### src/rtl/icache_refill_ctrl_if.sv
// ---------------------------------------------------------------------------
// icache_refill_ctrl_if
// Bundles the three handshakes of the I-cache refill controller: the fetch
// request/response pair, the cache probe/write port and the memory read port.
//   slave  : controller view (drives req_ready, resp_*, cache_addr/wdata/we,
//            mem_req_valid, mem_addr)
//   master : environment view (fetch stage, cache arrays, memory)
// Parameter DATA_WIDTH sets address and data width.
// ---------------------------------------------------------------------------
interface icache_refill_ctrl_if #(
    parameter int DATA_WIDTH = 32
);
    logic                  req_valid;
    logic                  req_ready;
    logic [DATA_WIDTH-1:0] req_addr;

    logic                  resp_valid;
    logic                  resp_ready;
    logic [DATA_WIDTH-1:0] resp_data;
    logic                  resp_err;

    logic [DATA_WIDTH-1:0] cache_addr;
    logic [DATA_WIDTH-1:0] cache_wdata;
    logic                  cache_we;
    logic                  cache_hit;
    logic [DATA_WIDTH-1:0] cache_rdata;

    logic                  mem_req_valid;
    logic                  mem_req_ready;
    logic [DATA_WIDTH-1:0] mem_addr;
    logic                  mem_rvalid;
    logic [DATA_WIDTH-1:0] mem_rdata;

    modport slave (
        input  req_valid, req_addr, resp_ready,
        input  cache_hit, cache_rdata,
        input  mem_req_ready, mem_rvalid, mem_rdata,
        output req_ready, resp_valid, resp_data, resp_err,
        output cache_addr, cache_wdata, cache_we,
        output mem_req_valid, mem_addr
    );

    modport master (
        output req_valid, req_addr, resp_ready,
        output cache_hit, cache_rdata,
        output mem_req_ready, mem_rvalid, mem_rdata,
        input  req_ready, resp_valid, resp_data, resp_err,
        input  cache_addr, cache_wdata, cache_we,
        input  mem_req_valid, mem_addr
    );
endinterface

### src/rtl/icache_refill_ctrl.sv
// ---------------------------------------------------------------------------
// icache_refill_ctrl
// Requester-side miss/refill controller for the instruction cache. Takes one
// fetch at a time, probes the cache, refills from memory on a miss through the
// cache write port and returns the instruction word (or an error on memory
// timeout).
// Ports:
//   clk        rising-edge clock
//   rst_n      asynchronous active-low reset
//   bus        icache_refill_ctrl_if.slave (fetch, cache and memory handshakes)
//   hit_count  saturating hit counter
//   miss_count saturating miss counter
//
// state    | meaning
// ---------+---------------------------------------------------------------
// IDLE     | ready for a fetch request
// LOOKUP   | one-cycle cache probe at addr_q
// MEM_REQ  | memory read request held until accepted
// MEM_WAIT | waiting for read data, bounded by the timeout timer
// FILL     | one-cycle cache write of the refilled word
// RESP     | response held until the fetch stage accepts it
// ---------------------------------------------------------------------------
module icache_refill_ctrl #(
    parameter int DATA_WIDTH     = 32,
    parameter int TIMEOUT_CYCLES = 64,
    parameter int CNT_WIDTH      = 16
) (
    input  logic                  clk,
    input  logic                  rst_n,
    icache_refill_ctrl_if.slave   bus,
    output logic [CNT_WIDTH-1:0]  hit_count,
    output logic [CNT_WIDTH-1:0]  miss_count
);
    localparam int TMR_WIDTH = (TIMEOUT_CYCLES > 1) ? $clog2(TIMEOUT_CYCLES) : 1;
    // Down-counter spans exactly TIMEOUT_CYCLES wait cycles: load N-1, expire at 0.
    localparam logic [TMR_WIDTH-1:0] TMR_LOAD = TMR_WIDTH'(TIMEOUT_CYCLES - 1);

    typedef enum logic [2:0] {
        IDLE, LOOKUP, MEM_REQ, MEM_WAIT, FILL, RESP
    } state_t;

    state_t                state;
    logic [DATA_WIDTH-1:0] addr_q;
    logic [DATA_WIDTH-1:0] data_q;
    logic [TMR_WIDTH-1:0]  timer;

    assign bus.cache_addr  = addr_q;
    assign bus.mem_addr    = addr_q;
    assign bus.cache_wdata = data_q;

    always_ff @(posedge clk or negedge rst_n) begin
        if (!rst_n) begin
            state             <= IDLE;
            addr_q            <= '0;
            data_q            <= '0;
            timer             <= '0;
            bus.req_ready     <= 1'b1;
            bus.resp_valid    <= 1'b0;
            bus.resp_data     <= '0;
            bus.resp_err      <= 1'b0;
            bus.cache_we      <= 1'b0;
            bus.mem_req_valid <= 1'b0;
            hit_count         <= '0;
            miss_count        <= '0;
        end else begin
            bus.cache_we <= 1'b0;
            case (state)
                IDLE: begin
                    if (bus.req_valid) begin
                        addr_q        <= {bus.req_addr[DATA_WIDTH-1:2], 2'b00};
                        bus.req_ready <= 1'b0;
                        state         <= LOOKUP;
                    end
                end
                LOOKUP: begin
                    if (bus.cache_hit) begin
                        bus.resp_data  <= bus.cache_rdata;
                        bus.resp_err   <= 1'b0;
                        bus.resp_valid <= 1'b1;
                        if (hit_count != '1)
                            hit_count <= hit_count + CNT_WIDTH'(1);
                        state <= RESP;
                    end else begin
                        bus.mem_req_valid <= 1'b1;
                        if (miss_count != '1)
                            miss_count <= miss_count + CNT_WIDTH'(1);
                        state <= MEM_REQ;
                    end
                end
                MEM_REQ: begin
                    if (bus.mem_req_ready) begin
                        bus.mem_req_valid <= 1'b0;
                        timer             <= TMR_LOAD;
                        state             <= MEM_WAIT;
                    end
                end
                MEM_WAIT: begin
                    // Data arriving on the last allowed cycle still wins over the timeout.
                    if (bus.mem_rvalid) begin
                        data_q       <= bus.mem_rdata;
                        bus.cache_we <= 1'b1;
                        state        <= FILL;
                    end else if (timer == '0) begin
                        bus.resp_data  <= '0;
                        bus.resp_err   <= 1'b1;
                        bus.resp_valid <= 1'b1;
                        state          <= RESP;
                    end else begin
                        timer <= timer - TMR_WIDTH'(1);
                    end
                end
                FILL: begin
                    bus.resp_data  <= data_q;
                    bus.resp_err   <= 1'b0;
                    bus.resp_valid <= 1'b1;
                    state          <= RESP;
                end
                RESP: begin
                    if (bus.resp_ready) begin
                        bus.resp_valid <= 1'b0;
                        bus.req_ready  <= 1'b1;
                        state          <= IDLE;
                    end
                end
                default: begin
                    bus.resp_valid    <= 1'b0;
                    bus.mem_req_valid <= 1'b0;
                    bus.req_ready     <= 1'b1;
                    state             <= IDLE;
                end
            endcase
        end
    end
endmodule
### src/flat_wrapper.sv
// flat-port wrapper written by rule: the top's interface ports become plain ports
module icache_refill_ctrl_flat 
#(
    parameter int DATA_WIDTH     = 32,
    parameter int TIMEOUT_CYCLES = 64,
    parameter int CNT_WIDTH      = 16
)
  (clk, rst_n, hit_count, miss_count, bus_req_valid, bus_req_addr, bus_resp_ready, bus_cache_hit, bus_cache_rdata, bus_mem_req_ready, bus_mem_rvalid, bus_mem_rdata, bus_req_ready, bus_resp_valid, bus_resp_data, bus_resp_err, bus_cache_addr, bus_cache_wdata, bus_cache_we, bus_mem_req_valid, bus_mem_addr);
  icache_refill_ctrl_if #(.DATA_WIDTH(DATA_WIDTH)) bus_i ();
  input  logic clk;
  input  logic rst_n;
  output logic [CNT_WIDTH-1:0] hit_count;
  output logic [CNT_WIDTH-1:0] miss_count;
  input wire logic [$bits(bus_i.req_valid)-1:0] bus_req_valid;
  input wire logic [$bits(bus_i.req_addr)-1:0] bus_req_addr;
  input wire logic [$bits(bus_i.resp_ready)-1:0] bus_resp_ready;
  input wire logic [$bits(bus_i.cache_hit)-1:0] bus_cache_hit;
  input wire logic [$bits(bus_i.cache_rdata)-1:0] bus_cache_rdata;
  input wire logic [$bits(bus_i.mem_req_ready)-1:0] bus_mem_req_ready;
  input wire logic [$bits(bus_i.mem_rvalid)-1:0] bus_mem_rvalid;
  input wire logic [$bits(bus_i.mem_rdata)-1:0] bus_mem_rdata;
  output wire logic [$bits(bus_i.req_ready)-1:0] bus_req_ready;
  output wire logic [$bits(bus_i.resp_valid)-1:0] bus_resp_valid;
  output wire logic [$bits(bus_i.resp_data)-1:0] bus_resp_data;
  output wire logic [$bits(bus_i.resp_err)-1:0] bus_resp_err;
  output wire logic [$bits(bus_i.cache_addr)-1:0] bus_cache_addr;
  output wire logic [$bits(bus_i.cache_wdata)-1:0] bus_cache_wdata;
  output wire logic [$bits(bus_i.cache_we)-1:0] bus_cache_we;
  output wire logic [$bits(bus_i.mem_req_valid)-1:0] bus_mem_req_valid;
  output wire logic [$bits(bus_i.mem_addr)-1:0] bus_mem_addr;
  assign bus_i.req_valid = bus_req_valid;
  assign bus_i.req_addr = bus_req_addr;
  assign bus_i.resp_ready = bus_resp_ready;
  assign bus_i.cache_hit = bus_cache_hit;
  assign bus_i.cache_rdata = bus_cache_rdata;
  assign bus_i.mem_req_ready = bus_mem_req_ready;
  assign bus_i.mem_rvalid = bus_mem_rvalid;
  assign bus_i.mem_rdata = bus_mem_rdata;
  assign bus_req_ready = bus_i.req_ready;
  assign bus_resp_valid = bus_i.resp_valid;
  assign bus_resp_data = bus_i.resp_data;
  assign bus_resp_err = bus_i.resp_err;
  assign bus_cache_addr = bus_i.cache_addr;
  assign bus_cache_wdata = bus_i.cache_wdata;
  assign bus_cache_we = bus_i.cache_we;
  assign bus_mem_req_valid = bus_i.mem_req_valid;
  assign bus_mem_addr = bus_i.mem_addr;
  icache_refill_ctrl #(.DATA_WIDTH(DATA_WIDTH), .TIMEOUT_CYCLES(TIMEOUT_CYCLES), .CNT_WIDTH(CNT_WIDTH)) u_core (.clk(clk), .rst_n(rst_n), .bus(bus_i), .hit_count(hit_count), .miss_count(miss_count));
endmodule
### config.mk
export PLATFORM = sky130hd
export DESIGN_NAME = icache_refill_ctrl_flat
export DESIGN_NICKNAME = d
export VERILOG_FILES = /design/src/rtl/icache_refill_ctrl_if.sv /design/src/rtl/icache_refill_ctrl.sv /design/src/flat_wrapper.sv
export SDC_FILE = /design/constraint.sdc
export NUM_CORES = 1
export LEC_CHECK = 0
export ABC_AREA = 1
export BUFFER_PORTS_ARGS = -buffer_cell sky130_fd_sc_hd__buf_2
export CAP_MARGIN = 20
export CORE_MARGIN = 3
export CORE_UTILIZATION = 35
export CTS_CLUSTER_DIAMETER = 50
export DETAILED_ROUTE_END_ITERATION = 8
export GPL_TIMING_DRIVEN = 1
export MAX_ROUTING_LAYER = met4
export PLACE_DENSITY = 0.63
export SYNTH_ARGS = -nofsm -noshare
export SYNTH_HDL_FRONTEND = slang
export SYNTH_SLANG_ARGS = --single-unit
### constraint.sdc
create_clock -name clk -period 3.6 [get_ports clk]
set_input_delay 0.72 -clock clk [delete_from_list [all_inputs] [get_ports clk]]
set_output_delay 0.72 -clock clk [all_outputs]
set_load 0.1 [all_outputs]
==> impl_metrics.yaml, run 1 <==
run_status:
  outcome: "complete, no violations"
grt:
  grt_first_pass_wirelength_um: 30570
  groute.usage.overall_pct: 17.75
  maximum_number_of_pins_on_one_net_before_global_route_repair: 74
  initial_antenna_violation_count: 3
  grt_overflow: 0
  first_global_vias: 5887
route:
  postRouteAntennaNets: 0
  via_per_inst: 4.559
  wl_per_cell_um: 13.61
  drt_first_pass_iters: 5
  drcViolationCount: 0
  drtIter0Drc: 211
  route.final.wire_length_um: 19330
  dr_total_vias: 6478
critical_path:
  reg2reg_to: "u_core.bus.cache_wdata[14]"
  critical_path_cell_list: "inv_2 > nand2_4 > nor2_8 > nand2_2 > clkinv_1 > buf_4 > o21ai_0"
  r2r.worst_path.cells: 7
  worst_r2r_startpoint: "u_core.state[2]"
  cp-start-kind: "flop"
  cp.arrival_ns: 2.65
  crit_path_max_fanout: 41
  critical_path.endpoint_type: "flop"
  slowest_stage: "dfrtp_1"
  slowest_delay_ns: 0.62
  setup.worst_path.class: "flop to flop"
  rrSetupSlack_ns: 1.27
  critPathRequiredTime_ns: 3.92
clock_tree:
  cts.sinks: 140
  clk_pin_slew_ns: 0.07
  post_cts.repair.setup_buffers: 0
  cts_made_buffers: 17
  cts_hold_buffers: 0
  clock_tree.root_cell: "clkbuf_16"
  clock_tree.htree_level_count: 4
  cts_resized: 0
  clkLatencyLatePin_ns: 0.42
  tritoncts: "done"
  clock_tree.buffer_depth: 2
timing:
  worst-slew-pin-transition_ns: 0.9478
  finalCriticalPeriod_ns: 2.329
  clock.fmax_mhz: 429.3
  post-route-period-util_pct: 64.70
  totalNegativeSetupSlack_ns: 0
  clock_skew_ns: 0.01600
  timing.final.setup_violations: 0
  slew_headroom_pct: 36.39
  report.final.slew_viol_count: 0
  rsz_0062_raised_after_global_routing: "no"
  hold_viol_final: 0
  hold_ws_ns: 0.3089
floorplan:
  floorplan.initialDensity_pct: 36.01
  row_count: 51
  die_area_sq_um: 21960
  boundaryPins: 268
  die_height_um: 148.2
  core_area_sq_um: 19650
  chipWidth_um: 148.2
yosys:
  synth_seq_cells: 140
  synth_adder_area_share_pct: 0.7072
  synth_seq_area_share_pct: 49.52
  avgSynthCellArea_sq_um: 7.709
  synth_warnings: 0
  fraction_of_synthesized_area_in_multiplexers_pct: 0
  synth-xor-area-share_pct: 1.980
  synth_compound_gate_area_share_pct: 5.835
  synth_simple_gate_area_share_pct: 31.93
  synth_top_family_by_area: "simple AND/OR/NAND/NOR gates"
  synth.lib_cells_used.distinct: 31
  mappedNetlistArea_sq_um: 7077
  syn-instance-count: 918
cells_and_area:
  share_of_final_layout_standard_cells_stronger_than_drive_strength_1_pct: 27.93
  most_frequent_standard_cell_in_the_layout_excluding_fill_and_tap_cells: "nand2_1"
  seq_area_sq_um: 3505
  area_delta_synth_final_pct: 27.26
  finish.net_count: 1247
  multi_input_area_sq_um: 2880
  commonest_non_fill_non_tap_cells_in_the_layout: "384 x nand2_1, 260 x buf_2, 139 x dfrtp_1, 70 x nand3_1, 68 x o21ai_0"
  fin_area_sq_um: 9006
  final_instance_count_excl_fillers: 1421
  final.fill_count: 2027
placement:
  placed_cells_incl_taps: 1386
  detailed_place.area_sq_um: 8352
  hpwlAfterDp_um: 13750
  io_buffers: 261
  gpl.final_weighted_congestion: 0.8216
job:
  timing.max_cap.violations: 0
min_path:
  hold_path.class: "primary input to asynchronous set/reset pin"
## state kept, by name, summed over array words and instances (netlist names)
signal,cells
u_core.bus.resp_err,1
u_core.bus.mem_req_valid,1
u_core.bus.resp_valid,1
u_core.timer,6
u_core.miss_count,16
u_core.bus.req_ready,1
u_core.bus.cache_addr,30
u_core.state,3
u_core.bus.cache_wdata,32
u_core.hit_count,16
u_core.bus.cache_we,1
u_core.bus.resp_data,32
## routing by layer
layer	vias up	GRT usage (%)	wire [um]
met5	-	-	0
met4	0	6.189	396
met3	22	3.382	1215
met2	205	28.52	9343
met1	2961	22.64	8378
li1	3290	-	-
## per-stage QoR
step	util, %	setup slack [ns]
global placement	42.49	1.307
detailed placement	42.49	1.266
global route	45.82	0.9389
finish	45.82	1.271
floorplan	-	1.299
CTS	45.79	1.232
## cells by family after synthesis
family | Yosys count
and+or+nand+nor | 538
xor gates and xnor gates | 16
other | 1
AOI/OAI and AO/OA | 82
buffers and inverters | 137
DFF | 140
adders and majority gates | 4
## synth_stat cells
master / n / area (sq um)
a211oi_1: 1 / 7.510
a21oi_1: 4 / 20.02
buf_2: 20 / 100.1
buf_4: 41 / 307.8
buf_6: 1 / 11.26
clkbuf_1: 3 / 11.26
clkbuf_2: 2 / 10.01
clkinv_1: 1 / 3.750
conb_1: 1 / 3.750
dfrtp_1: 139 / 3478
dfstp_2: 1 / 26.28
ha_1: 4 / 50.05
inv_1: 65 / 244.0
inv_2: 3 / 11.26
inv_4: 1 / 6.260
nand2_1: 384 / 1441
nand2_2: 5 / 31.28
nand2_4: 3 / 33.78
nand3_1: 70 / 350.3
nand3b_1: 3 / 22.52
nand3b_4: 1 / 20.02
nand4_1: 11 / 68.82
nor2_1: 53 / 198.9
nor2_2: 2 / 12.51
nor2_4: 3 / 33.78
nor2_8: 2 / 40.04
o21ai_0: 68 / 340.3
o21ai_1: 9 / 45.04
or2_2: 1 / 6.260
xnor2_1: 9 / 78.83
xor2_1: 7 / 61.31
## worst max-delay path by stage
stage,start,endpoint,slack (ns),depth (start not counted)
final,u_core.state[2],u_core.bus.cache_wdata[14],1.27,7
after global routing,u_core.state[2],u_core.bus.cache_wdata[14],0.94,8
after CTS,u_core.state[2],u_core.bus.cache_wdata[14],1.23,7
after detailed placement,u_core.state[2],u_core.bus.cache_wdata[14],1.27,8
after global placement,u_core.state[2],u_core.bus.cache_wdata[4],1.31,8
after floorplan,u_core.miss_count[0],u_core.miss_count[0],1.30,8
## worst max-delay path: cells and delay by family (launching register included)
family / cells / cell delay (ns)
and+or+nand+nor: 3 / 0.35
buffers and inverters: 3 / 1.00
DFF: 1 / 0.62
AOI/OAI and AO/OA: 1 / 0.24
## final cells by class
class	instances	share of cell area [%]
clock buffers	17	4.724
flip-flops and latches	140	38.91
multi-input cells	644	31.98
diodes	3	0.08336
well taps	265	3.682
clock inverters	15	2.459
inverters	70	2.945
repair buffers	267	15.21
Power of run 1 is not shown: default switching activity piles up to over one toggle a cycle in this logic, so the estimate is an artifact.
==> run 2, diff against run 1 <==
PLACE_DENSITY = 0.66   (was 0.63)
clock period = 1.95 ns   (was 3.6 ns; I/O delays follow)
==> run 2 against run 1 <==
  * Wire length grew 0.58%
  * Global-route usage up 0.39 points
  * Die area stayed put
  * Sequential share of layout area shrank 0.20 points
  * Sequential cell count unchanged
  * Via count increased by 1.1%
  * Critical path type unchanged
==> impl_metrics.yaml, run 2 (synthesized netlist as in run 1, its figures left out) <==
run_status:
  outcome: "complete, no violations"
cells_and_area:
  multi_input_area_sq_um: 2898
  seq_area_sq_um: 3533
  share_of_final_layout_standard_cells_stronger_than_drive_strength_1_pct: 30.80
  final.fill_count: 2017
  commonest_non_fill_non_tap_cells_in_the_layout: "383 x nand2_1, 260 x buf_2, 118 x dfrtp_1, 70 x nand3_1, 68 x o21ai_0"
  most_frequent_standard_cell_in_the_layout_excluding_fill_and_tap_cells: "nand2_1"
  finish.net_count: 1266
  final_util_pct: 46.43
  area_delta_synth_final_pct: 28.96
timing:
  finalCriticalPeriod_ns: 1.789
  slew_headroom_pct: 61.51
  report.final.slew_viol_count: 0
  fin_ws_ns: 0.1613
  clock_skew_ns: 0.009176
  rsz_0062_raised_after_global_routing: "no"
  timing.final.setup_violations: 0
  hold_ws_ns: 0.1694
  post-route-period-util_pct: 91.73
  worst-slew-pin-transition_ns: 0.5774
  clock.fmax_mhz: 559.1
  hold_viol_final: 0
critical_path:
  rrSetupSlack_ns: 0.16
  critical_path.n_buffers_inverters: 2
  crit_path_max_fanout: 34
  cp.arrival_ns: 2.06
  slowest_stage: "dfrtp_1"
  critical_path_cell_list: "buf_4 > nor2_4 > nand2_4 > nand2_4 > nor2_8 > inv_4 > o21ai_0"
  cp_common_cell: "nand2_4"
  cp-start-kind: "flop"
  worst_r2r_startpoint: "u_core.state[1]"
  critical_path.endpoint_type: "flop"
  worst-path-stages: 7
  slowest_delay_ns: 0.48
  setup.worst_path.class: "flop to flop"
  reg2reg_to: "u_core.bus.resp_valid"
  r2r.worst_path.cells: 7
  critPathRequiredTime_ns: 2.22
  critical-path-top-delay-family: "simple AND/OR/NAND/NOR gates"
grt:
  grtUsageMet3_pct: 3.717
  grt_busiest_layer: "met2"
  maximum_number_of_pins_on_one_net_before_global_route_repair: 62
  groute.layer.met1.usage_pct: 22.99
  first_global_vias: 6189
  groute.usage.overall_pct: 18.15
  grt_overflow: 0
  grt_first_pass_wirelength_um: 31360
  globalRouteMet2Util_pct: 29.39
  initial_antenna_violation_count: 1
clock_tree:
  tritoncts: "done"
  clock_tree.root_cell: "clkbuf_16"
  cts_made_buffers: 17
  clock_tree.htree_level_count: 4
  clk_pin_slew_ns: 0.06
  clock_tree.buffer_depth: 2
  cts.sinks: 140
  clkLatencyLatePin_ns: 0.41
route:
  drt_first_pass_iters: 4
  via_per_inst: 4.556
  dr_total_vias: 6552
  route.final.wire_length_um: 19450
  drcViolationCount: 0
  postRouteAntennaNets: 0
  drtIter0Drc: 330
  wl_per_cell_um: 13.52
min_path:
  min_delay_path_depth: 3
  hold_path.class: "primary input to flop"
  worstHoldStart: "bus_mem_rdata[1]"
  worstHoldEndpoint: "u_core.bus.cache_wdata[1]"
floorplan:
  die_height_um: 148.2
  core_area_sq_um: 19650
  boundaryPins: 268
  row_count: 51
  die_area_sq_um: 21960
  floorplan.initialDensity_pct: 36.01
  chipWidth_um: 148.2
job:
  timing.max_cap.violations: 0
placement:
  io_buffers: 261
  hpwlAfterDp_um: 14140
  preCtsSetupSlack_ns: -0.04763
  gpl.final_weighted_congestion: 0.8167
run 2: changes by cell type in the layout (fill, tap and decap cells not counted), moves of 2 or more:
cell / before / now
bufinv_16: 3 / 0
clkbuf_8: 0 / 4
diode_2: 3 / 1
buf_12: 1 / 3
clkbuf_1: 0 / 2
inv_8: 5 / 0
dfrtp_1: 139 / 118
buf_4: 5 / 20
clkinv_8: 2 / 0
clkinvlp_4: 1 / 3
inv_6: 3 / 6
dfrtp_2: 0 / 20
run 2: worst max path at each step:
stage / startpoint / to / slack [ns]
finish: u_core.state[1] / u_core.bus.resp_valid / 0.16
CTS: u_core.timer[0] / u_core.bus.resp_data[4] / 0.07
global placement: u_core.state[1] / u_core.bus.resp_data[7] / 0.001
detailed placement: u_core.state[1] / u_core.bus.resp_data[17] / -0.05
global route: u_core.hit_count[0] / u_core.hit_count[7] / 0.03
floorplan: u_core.hit_count[9] / u_core.hit_count[13] / 0.003
run 2: per-stage QoR:
stage	area (sq um)	TNS, ns	cells
3_3_place_gp	8511	0	1400
3_5_place_dp	8511	-0.9290	1400
4_1_cts	9099	0	1434
5_1_grt	9126	0	1438
6_report	9126	0	1438
2_1_floorplan	7117	0	921
run 2: cell type report:
class	instances	share of cell area, %
inverters	70	2.906
diodes	1	0.02742
repair buffers	285	16.79
clock inverters	9	0.8226
clock buffers	23	5.347
well taps	265	3.633
flip-flops and latches	140	38.72
multi-input cells	645	31.75
run 2: routing by layer:
metal	wire, um	vias to the layer above
met2	9286	205
met3	1171	28
li1	-	3326
met1	8564	2993
met5	0	-
met4	423	0
run 2: repair_timing:
action,in CTS,in global routing
hold endpoints to repair,29,0
hold buffers,1,0
gates resized for setup,1,1
cloned,1,0
pin swaps,1,1
setup endpoints to repair,37,37
setup buffers,0,3
run 2: worst min-delay path, stage by stage:
cell	delay [ns]
buf_2	0.08
nand2_1	0.04
nand2_1	0.04
Power of run 2 is left out for the same reason.
